--- config.mk ---
export PLATFORM = sky130hd
export DESIGN_NAME = instr_fetch
export DESIGN_NICKNAME = d
export VERILOG_FILES = /design/src/rtl/instr_fetch.sv
export SDC_FILE = /design/constraint.sdc
export NUM_CORES = 1
export LEC_CHECK = 0
export ABC_CLOCK_PERIOD_IN_PS = 5400
export CAP_MARGIN = 20
export CORE_MARGIN = 2
export CORE_UTILIZATION = 50
export CTS_BUF_LIST = sky130_fd_sc_hd__clkbuf_8 sky130_fd_sc_hd__clkbuf_16
export DETAILED_ROUTE_END_ITERATION = 10
export PLACE_DENSITY = 0.78
export SYNTH_ARGS = -nofsm -noshare
export SYNTH_HDL_FRONTEND = slang
export SYNTH_SLANG_ARGS = --single-unit
--- constraint.sdc ---
create_clock -name clk -period 5.4 [get_ports clk]
set_input_delay 0.81 -clock clk [delete_from_list [all_inputs] [get_ports clk]]
set_output_delay 0.81 -clock clk [all_outputs]
set_load 0.02 [all_outputs]
--- src/rtl/instr_fetch.sv ---
// rtl/instr_fetch.sv - instruction fetch unit with credit-limited prefetch buffer and redirect drain
// Optional macro FETCH_MISALIGN_CHECK_EN: ignore misaligned redirects and raise sticky misalign_err.
module instr_fetch #(
    parameter int                    ADDR_WIDTH = 32,
    parameter int                    DATA_WIDTH = 32,
    parameter int                    BUF_DEPTH  = 2,
    parameter logic [ADDR_WIDTH-1:0] RESET_PC   = '0
) (
    input  logic                  clk,
    input  logic                  rst_n,
    output logic                  imem_req_valid,
    input  logic                  imem_req_ready,
    output logic [ADDR_WIDTH-1:0] imem_req_addr,
    input  logic                  imem_rsp_valid,
    input  logic [DATA_WIDTH-1:0] imem_rsp_data,
    input  logic                  redirect_valid,
    input  logic [ADDR_WIDTH-1:0] redirect_target,
    output logic                  instr_valid,
    input  logic                  instr_ready,
    output logic [DATA_WIDTH-1:0] instr,
    output logic [ADDR_WIDTH-1:0] instr_pc,
    output logic [6:0]            op,
    output logic [2:0]            funct3,
    output logic                  funct7_5,
    output logic                  misalign_err
);

    localparam int              PW      = (BUF_DEPTH > 1) ? $clog2(BUF_DEPTH) : 1;
    localparam int              CW      = PW + 1;
    localparam logic [CW:0]     DEPTH_C = (CW + 1)'(BUF_DEPTH);

    typedef enum logic {RUN, DRAIN} state_t;

    state_t                state_q, state_d;
    logic [ADDR_WIDTH-1:0] pc_q, pc_d;
    logic [ADDR_WIDTH-1:0] rsp_pc_q, rsp_pc_d;
    logic [CW-1:0]         outst_q, outst_d;
    logic [CW-1:0]         stale_q, stale_d;
    logic [CW-1:0]         count_q, count_d;
    logic [PW-1:0]         wr_ptr_q, wr_ptr_d;
    logic [PW-1:0]         rd_ptr_q, rd_ptr_d;

    logic [DATA_WIDTH-1:0] buf_data [BUF_DEPTH];
    logic [ADDR_WIDTH-1:0] buf_pc   [BUF_DEPTH];

    logic                  req_fire;
    logic                  rsp_fire;
    logic                  pop;
    logic                  push;
    logic                  redir_acc;
    logic [ADDR_WIDTH-1:0] redir_pc;
    logic [CW:0]           credit_used;

`ifdef FETCH_MISALIGN_CHECK_EN
    logic misalign_q;

    assign redir_acc    = redirect_valid & (redirect_target[1:0] == 2'b00);
    assign redir_pc     = redirect_target;
    assign misalign_err = misalign_q;

    always_ff @(posedge clk or negedge rst_n) begin
        if (!rst_n) begin
            misalign_q <= 1'b0;
        end else if (redirect_valid && (redirect_target[1:0] != 2'b00)) begin
            misalign_q <= 1'b1;
        end
    end
`else
    logic unused_target_lsb;

    assign unused_target_lsb = ^redirect_target[1:0];
    assign redir_acc         = redirect_valid;
    assign redir_pc          = {redirect_target[ADDR_WIDTH-1:2], 2'b00};
    assign misalign_err      = 1'b0;
`endif

    // Credit covers in-flight requests too, so every response has a guaranteed slot.
    assign credit_used    = {1'b0, outst_q} + {1'b0, count_q};
    assign imem_req_valid = rst_n & (state_q == RUN) & (credit_used < DEPTH_C);
    assign imem_req_addr  = pc_q;
    assign req_fire       = imem_req_valid & imem_req_ready;
    assign rsp_fire       = imem_rsp_valid & (outst_q != '0);
    assign push           = rsp_fire & (state_q == RUN) & ~redir_acc;

    assign instr_valid    = (count_q != '0);
    assign pop            = instr_valid & instr_ready;
    assign instr          = buf_data[rd_ptr_q];
    assign instr_pc       = buf_pc[rd_ptr_q];
    assign op             = instr[6:0];
    assign funct3         = instr[14:12];
    assign funct7_5       = instr[30];

    always_comb begin
        state_d  = state_q;
        pc_d     = pc_q;
        rsp_pc_d = rsp_pc_q;
        outst_d  = outst_q + CW'(req_fire) - CW'(rsp_fire);
        stale_d  = stale_q;
        count_d  = count_q + CW'(push) - CW'(pop);
        wr_ptr_d = wr_ptr_q;
        rd_ptr_d = rd_ptr_q;

        if (req_fire) begin
            pc_d = pc_q + ADDR_WIDTH'(4);
        end
        if (push) begin
            wr_ptr_d = wr_ptr_q + PW'(1);
            rsp_pc_d = rsp_pc_q + ADDR_WIDTH'(4);
        end
        if (pop) begin
            rd_ptr_d = rd_ptr_q + PW'(1);
        end

        unique case (state_q)
            RUN: begin
                // Everything still in flight after this edge belongs to the old stream.
                if (redir_acc) begin
                    stale_d = outst_d;
                    if (outst_d != '0) begin
                        state_d = DRAIN;
                    end
                end
            end
            DRAIN: begin
                if (rsp_fire && (stale_q != '0)) begin
                    stale_d = stale_q - CW'(1);
                end
                if ((stale_d == '0) && !redir_acc) begin
                    state_d = RUN;
                end
            end
            default: state_d = RUN;
        endcase

        if (redir_acc) begin
            pc_d     = redir_pc;
            rsp_pc_d = redir_pc;
            count_d  = '0;
            wr_ptr_d = '0;
            rd_ptr_d = '0;
        end
    end

    always_ff @(posedge clk or negedge rst_n) begin
        if (!rst_n) begin
            state_q  <= RUN;
            pc_q     <= RESET_PC;
            rsp_pc_q <= RESET_PC;
            outst_q  <= '0;
            stale_q  <= '0;
            count_q  <= '0;
            wr_ptr_q <= '0;
            rd_ptr_q <= '0;
        end else begin
            state_q  <= state_d;
            pc_q     <= pc_d;
            rsp_pc_q <= rsp_pc_d;
            outst_q  <= outst_d;
            stale_q  <= stale_d;
            count_q  <= count_d;
            wr_ptr_q <= wr_ptr_d;
            rd_ptr_q <= rd_ptr_d;
        end
    end

    always_ff @(posedge clk) begin
        if (push) begin
            buf_data[wr_ptr_q] <= imem_rsp_data;
            buf_pc[wr_ptr_q]   <= rsp_pc_q;
        end
    end

endmodule
==> results.md, run 1 <==
Run status:
- The run finished with clean final reports.

Drt:
- After detailed routing, the number of vias per cell comes to 5.98.
- The detailed-routing iteration count for the pre-antenna-repair pass is 5.
- The via count is ~6,400.
- The number of routed nets with antenna violations is 0.
- After detailed routing, the total wire length is between 20,000 and 25,000 µm.
- Dividing the detail-routed wire length by the instance count gives approximately 19 µm.
- The number of DRC violations after detailed routing is 0.
- The first routing iteration left between 400 and 500 violations.

Floorplanning:
- For this configuration, the core starts out at a cell density of 0.511.
- The die is 137 µm tall.
- The row count is 48.
- The floorplan step defined a core boundary enclosing ~17,000 µm².
- Pin placement for this block handled 180 I/O pins.
- The x dimension of the die is between 100 and 150 µm.
- The die covers roughly 19,000 µm².

STA:
- For the final routed database, the setup TNS stands at 0 ns.
- Measured against its own limit, the worst slew margin works out to 0.232.
- The worst-case clock skew is 0.0131 ns.
- The share of the clock period used by the worst path after layout is 0.702.
- The highest clock frequency the design can meet is 264 MHz.
- The worst path in the final design needs a cycle of 3.79 ns, including I/O delays and setup.
- The count of final max-slew check failures is 0.
- The worst-margin pin slew is 1.14 ns.
- Setup repair after global routing left no endpoint under its margin.
- The count of endpoints failing hold in the final timing report is 0.
- The final setup violation count is 0.

Placed design:
- The placed instance area is 10,700 µm².
- Counting tap cells, the placed design contains a total of 1,041 instances.
- The routability-driven placement congestion ratio is 0.925.
- In this run the tool buffered the top-level ports with around 170 buffer cells.
- The estimated wirelength of the detail-placed design is 13,900 µm.

Power and ir drop:
- In this run the power density over the cells is 369 nW/µm².
- The overall power consumption is 4150 µW.
- The leakage power total is 0.00397 µW.
- The worst-case IR drop observed on VDD is approximately 240 µV.

Worst setup path:
- STA classifies the critical path startpoint as a register.
- STA puts the critical path data arrival time at a little under 3 ns.
- The category of the worst setup path capture point is a primary output.
- The type of the worst setup path is register to primary output.
- The delay of the slowest cell on the worst path is 0.67 ns.
- The critical path's slowest cell is sky130_fd_sc_hd__or4b_1.
- The data required time at the worst endpoint is 4.59 ns.
- Of all nets on the critical path, the largest fanout is 8.
- Traced cell by cell, the critical path runs through and2_1 -> fa_1 -> or4b_1 -> clkinv_1 -> clkdlybuf4s50_1.

Job:
- The max capacitance violation total is 0.

Finish:
- Of the cells placed in the final design, the portion with a size suffix greater than 1 is 0.146.
- The top cell types in the final layout, fill and taps aside, are sky130_fd_sc_hd__clkdlybuf4s50_1 (170), sky130_fd_sc_hd__edfxtp_1 (124), sky130_fd_sc_hd__mux2_2 (72).
- The cell area after layout is 11,200 µm².
- The count of fill cells added during filler insertion is around 1,300.
- The final cell count without fillers is 1,076.
- The final antenna diode count is 0.
- The area growth from synthesis to layout is 27.2%.
- For this run, the post-layout net count is between 900 and 1,000.
- The most common cell after layout, fill and taps aside is sky130_fd_sc_hd__clkdlybuf4s50_1.

Synth:
- The post-synthesis cell type count is between 50 and 60.
- The proportion of synthesized chip area in sequential cells is 0.617.
- Counting flops and latches in the post-synthesis netlist gives 193.
- After technology mapping, the gate count stands at slightly below 700.
- Counting flops with an async set or reset pin after synthesis yields a share of 0.358.
- For this run, the leading register cell type out of synthesis is sky130_fd_sc_hd__edfxtp_1.
- The post-synthesis cell area is ~9000 µm².
- The total of warnings raised by yosys is 0.
- The synthesized design contains 124 enable-type register cells.
- The average instance area after synthesis is 12.9 µm².

Global routing:
- The final global-route overflow total is 0.
- The number of antenna violations at the first check in global routing was 0.
- The number of global-route vias before repair is 6,148.
- In the global route stage, overall resource usage came out at 0.219.
- The wire length of the first global-routing pass is 31,700 µm.
- The maximum number of pins on one net before global-route repair is 70.

Clock network:
- In this run the post-CTS setup repair buffer count came out at 0.
- The maximum count of clock buffers along a single path is 2.
- The post-cts gate resize count is 0.
- Hold repair after CTS inserted 0 buffers.
- The clock tree from TritonCTS is done.
- The cell at the root of the clock tree is sky130_fd_sc_hd__clkbuf_16.
- The H-tree was split into 4 levels.
- The clock input transition at the sequential cells of the worst setup and hold paths is 0.07 ns.
- The source-to-sink clock delay at the later pin of the worst-skew pair is 0.43 ns.
- The clock sink count is 193.
- The number of buffers inserted during clock tree synthesis is 17.

Min path:
- The path class of the tightest hold or removal check is register to register.
## where the power goes
group | total, µW | switching (µW) | internal, µW
combinational | 1110 | 569 | 539
clock | 1180 | 536 | 641
sequential | 1860 | 155 | 1710
total | 4150 | 1260 | 2890
## metrics by stage
stage	hold slack, ns	util	setup WS, ns
6_report	0.535	0.650	1.61
3_3_place_gp	0.505	0.617	2.09
5_1_grt	0.563	0.650	1.53
2_1_floorplan	0.440	-	0.755
3_5_place_dp	0.508	0.617	1.95
4_1_cts	0.536	0.649	1.61
## final timing paths
kind	start	end	slack, ns	depth (start not counted)
worst max-delay path	outst_q[0]$_DFF_PN0_	imem_req_valid	1.61	5
worst min-delay path	rsp_pc_q[9]$_DFFE_PN0N_	buf_pc[1][9]$_DFFE_PP_	0.53	0
worst max register to register	outst_q[0]$_DFF_PN0_	stale_q[1]$_DFFE_PN0P_	1.87	12
worst min register to register	rsp_pc_q[9]$_DFFE_PN0N_	buf_pc[1][9]$_DFFE_PP_	0.53	0
max in group asynchronous	rst_n	rd_ptr_q$_DFFE_PN0P_	4.08	2
min in group asynchronous	rst_n	imem_req_addr[28]$_DFFE_PN0N_	0.68	2
## critical path: cells and delay by family, from the launching register on
family	cells	cell delay, ns
fa+ha+maj	1	0.44
buf+inv	2	0.85
flops	1	0.40
simple gates	2	0.85
## logic make-up (layout without fill, tap and decap cells)
logic type	Yosys count	count (layout)	synth area share
compound gates	98	98	0.0822
xor+xnor	19	19	0.0188
fa+ha+maj	8	8	0.0122
buf+inv	71	235	0.0379
flops	193	193	0.617
mux	75	75	0.0951
other cells	1	5	0.000424
simple gates	218	218	0.137
## metal layers
layer | up-vias | GRT usage | routed length, µm
li1 | 2925 | - | -
met1 | 3118 | 0.297 | 8690
met2 | 356 | 0.354 | 9900
met3 | 35 | 0.0419 | 1640
met4 | 0 | 0.0790 | 355
met5 | - | 0 | 0
## sequential cells by signal (all words and copies together) (netlist names)
register and count:
rsp_pc_q 30, wr_ptr_q 1, stale_q 2, outst_q 2
buf_data 64, rd_ptr_q 1, state_q 1, imem_req_addr 30
buf_pc 60, count_q 2
## layout make-up
class | instances | area, µm² | share of cell area
well taps | 225 | 282 | 0.0250
multi-input cells | 423 | 3080 | 0.274
inverters | 21 | 78.8 | 0.00701
repair buffers | 182 | 1800 | 0.160
clock buffers | 21 | 480 | 0.0427
clock inverters | 11 | 75.1 | 0.00667
flip-flops and latches | 193 | 5450 | 0.485
## synth_stat cells, types with 15 or more instances
cell type	instances	area [µm²]
sky130_fd_sc_hd__a311oi_1	23	201
sky130_fd_sc_hd__nand3_1	25	125
sky130_fd_sc_hd__inv_1	19	71.3
sky130_fd_sc_hd__dfrtp_1	69	1730
sky130_fd_sc_hd__nor4_1	20	125
sky130_fd_sc_hd__nor2_1	44	165
sky130_fd_sc_hd__nand2_1	22	82.6
sky130_fd_sc_hd__mux2_2	72	811
sky130_fd_sc_hd__a31oi_1	19	119
sky130_fd_sc_hd__buf_4	16	120
sky130_fd_sc_hd__nand4_1	18	113
sky130_fd_sc_hd__clkbuf_1	28	105
sky130_fd_sc_hd__nor3_1	15	75.1
sky130_fd_sc_hd__o31ai_1	15	113
sky130_fd_sc_hd__edfxtp_1	124	3720
(Power assumes the default switching activity.)
==> run 2: changes to the inputs <==
ABC_CLOCK_PERIOD_IN_PS = 3050   (was 5400)
CORE_UTILIZATION = 47   (was 50)
PLACE_DENSITY = 0.77   (was 0.78)
clock period = 3.05 ns   (was 5.4 ns; I/O delays follow)
==> results.md, run 2 (synthesis results as in run 1) <==
Drt:
- The average wire length per cell after detail routing is roughly 19 µm.
- Wire segments on met3 add up to 1250 µm in the final route.
- Dividing the detail-routed via count by the number of cells gives 5.83.
- The aggregate routed wire length is approximately 21,000 µm.
- The final route contains 6,420 vias.
- For this run, design rule violations remaining after detail routing come to 0.
- The first routing iteration left 500 violations.
- In this run the remaining antenna-violating nets after routing total 0.
- The detailed router put a total of 8760 µm of wire on met1.
- The top routing layer in use is met4.
- In the detailed route, the total length drawn on met2 is 10,400 µm.
- The first detailed-routing pass took 5 iterations.

Floorplanning:
- The count of boundary I/O pins is 180.
- The core area is 18,600 µm².
- The die is ~140 µm tall.
- The die is about 140 µm wide.
- The die footprint is between 15,000 and 20,000 µm².
- For this configuration, the core starts out at a cell density of 0.476.
- The row count is 50.

Power and ir drop:
- In this run the power density over the cells is about 650 nW/µm².
- Across the VDD grid, the largest voltage drop is 468 µV.
- The leakage power total is 0.00408 µW.

Global routing:
- The wire length of the first global-routing pass is roughly 32,000 µm.
- The number of antenna violations at the first check in global routing is 0.
- The maximum number of pins on one net before global-route repair is 70.
- In the global route stage, overall resource usage came out at 0.210.
- The number of global-route vias before repair is 6,238.
- The final global-route overflow total is 0.

Worst setup path:
- At the worst endpoint, the required time is between 2 and 3 ns.
- The top fanout value on the critical path is 7.
- The delay of the slowest cell on the worst path is 0.53 ns.
- The critical path's slowest cell is sky130_fd_sc_hd__or4b_4.
- STA classifies the critical path endpoint as a primary output.
- The critical path goes through and2_4 -> fa_1 -> or4b_4 -> inv_4 -> buf_4 -> dlygate4sd2_1.
- The setup path with the least slack is of type register to primary output.
- STA puts the critical path data arrival time at 2.51 ns.
- The startpoint class of the critical path is a register.
- The first element of the critical path is outst_q[0]$_DFF_PN0_.
- The startpoint of the worst register-to-register path is outst_q[0]$_DFF_PN0_.

STA:
- The worst-case clock skew is ~0.012 ns.
- The final critical path time including I/O delays and setup is around 3 ns.
- The count of endpoints failing hold in the final timing report is 0.
- After routing, the total negative slack on setup checks comes to 0 ns.
- The count of final max-slew check failures is 0.
- Dividing the final minimum period by the clock period gives 0.974.
- Setup violations remaining at the end of the flow were counted as 0.
- For this run, the top clock speed supported by timing is 337 MHz.
- The worst pin sits at a relative slew slack of 0.374.
- For the pin with the worst max-slew slack, the measured transition is 0.939 ns.

Clock network:
- The clock input transition at the sequential cells of the worst setup and hold paths is 0.07 ns.
- Clock tree synthesis found a total of 193 sinks.
- The cell at the root of the clock tree is sky130_fd_sc_hd__clkbuf_16.
- The maximum count of clock buffers along a single path is 2.
- The clock tree synthesis step divided the H-tree into 4 levels.
- The clock tree from TritonCTS is done.
- The source-to-sink clock delay at the later pin of the worst-skew pair is 0.43 ns.
- In this run, CTS created clock tree buffers numbering 17.
- After clock tree synthesis, the flow added hold-fix buffers numbering 0.

Min path:
- The min-delay analysis places its worst path in the category input port to async pin.

Placed design:
- The estimated wirelength of the detail-placed design is 14,300 µm.
- Once placement finished, the instance area stood at 10,900 µm².
- Routability-driven placement finished with a final weighted congestion of 0.827.
- The count of port buffers added during placement is around 170.
- Once placement completed, the tool counted placed cells totaling 1,070.

Finish:
- The share of the core filled with cells is 0.617.
- The register with the most flip-flops in the layout has 64 of them.
- The most common cell after layout, fill and taps aside is sky130_fd_sc_hd__clkdlybuf4s50_1.
- The largest registers in the layout are buf_data (64), buf_pc (60).
- The share of post-route cells with drive strength above 1 is 0.166.
- The area growth from synthesis to layout is 29.7%.
- The library cells used most frequently in the layout, excluding fill and tap cells, are sky130_fd_sc_hd__clkdlybuf4s50_1 (169), sky130_fd_sc_hd__edfxtp_1 (124), sky130_fd_sc_hd__mux2_2 (72).
- The number of nets in the finished design is a little over 900.
- The final antenna diode count is 0.
- The final cell count without fillers is 1,102.
- The cell area after layout is 11,500 µm².
- Counting the fill cells in the layout gives 1,521.
- The register bank with the most flops is buf_data.

Job:
- Max-cap violations in this run came to 0.

Run status:
- The flow ran to the end, and the final reports show no timing, DRC or antenna violations.
## run 2: worst paths after layout
check | cells after the start | endpoint | slack, ns
max | 6 | imem_req_valid | 0.08
min | 2 | imem_req_addr[28]$_DFFE_PN0N_ | 0.29
max reg2reg | 6 | imem_req_addr[15]$_DFFE_PN0N_ | 0.11
min reg2reg | 0 | buf_pc[0][10]$_DFFE_PP_ | 0.53
max in group asynchronous | 2 | rd_ptr_q$_DFFE_PN0P_ | 2.08
min in group clk | 0 | buf_pc[0][10]$_DFFE_PP_ | 0.53
## run 2: repair_timing
action,CTS,global route
buffers inserted,0,0
gates resized for setup,1,6
pin swaps,0,4
endpoints found under the setup margin,1,5
## run 2: per-stage QoR
step | setup WS (ns) | hold WS, ns | power (µW)
3_3_place_gp | 0.139 | 0.509 | 5310
4_1_cts | 0.0128 | 0.325 | 7520
2_1_floorplan | 0.0268 | 0.162 | 4470
6_report | 0.0796 | 0.290 | 7500
5_1_grt | -0.00762 | 0.370 | 7810
3_5_place_dp | 0.0547 | 0.522 | 5360
## run 2: final cells by class
class                      instances  area, µm²  share of cell area
multi-input combinational        423       3110               0.271
sequential                       193       5450               0.475
clock buffer                      17        425              0.0371
clock inverter                    15        144              0.0125
tap                              234        293              0.0255
inverter                          21       81.3             0.00709
timing repair buffer             199       1960               0.171
## run 2: power by group
| part | internal [µW] | total, µW | leakage [µW] | switching [µW] |
|---|---|---|---|---|
| clock network | 1200 | 2170 | 0.000276 | 971 |
| logic | 1030 | 2080 | 0.00189 | 1050 |
| registers | 3020 | 3250 | 0.00191 | 228 |
## run 2: worst max-delay path: cells and delay by family, from the launching register on
| kind | cells | cell delay (ns) |
|---|---|---|
| DFF | 1 | 0.40 |
| adders and majority gates | 1 | 0.43 |
| buffers and inverters | 3 | 0.55 |
| and+or+nand+nor | 2 | 0.69 |
## run 2: per-layer routing
layer	GRT usage	vias to the layer above
met5	0	-
met4	0.0732	0
met3	0.0445	37
met2	0.356	248
met1	0.269	3159
li1	-	2976
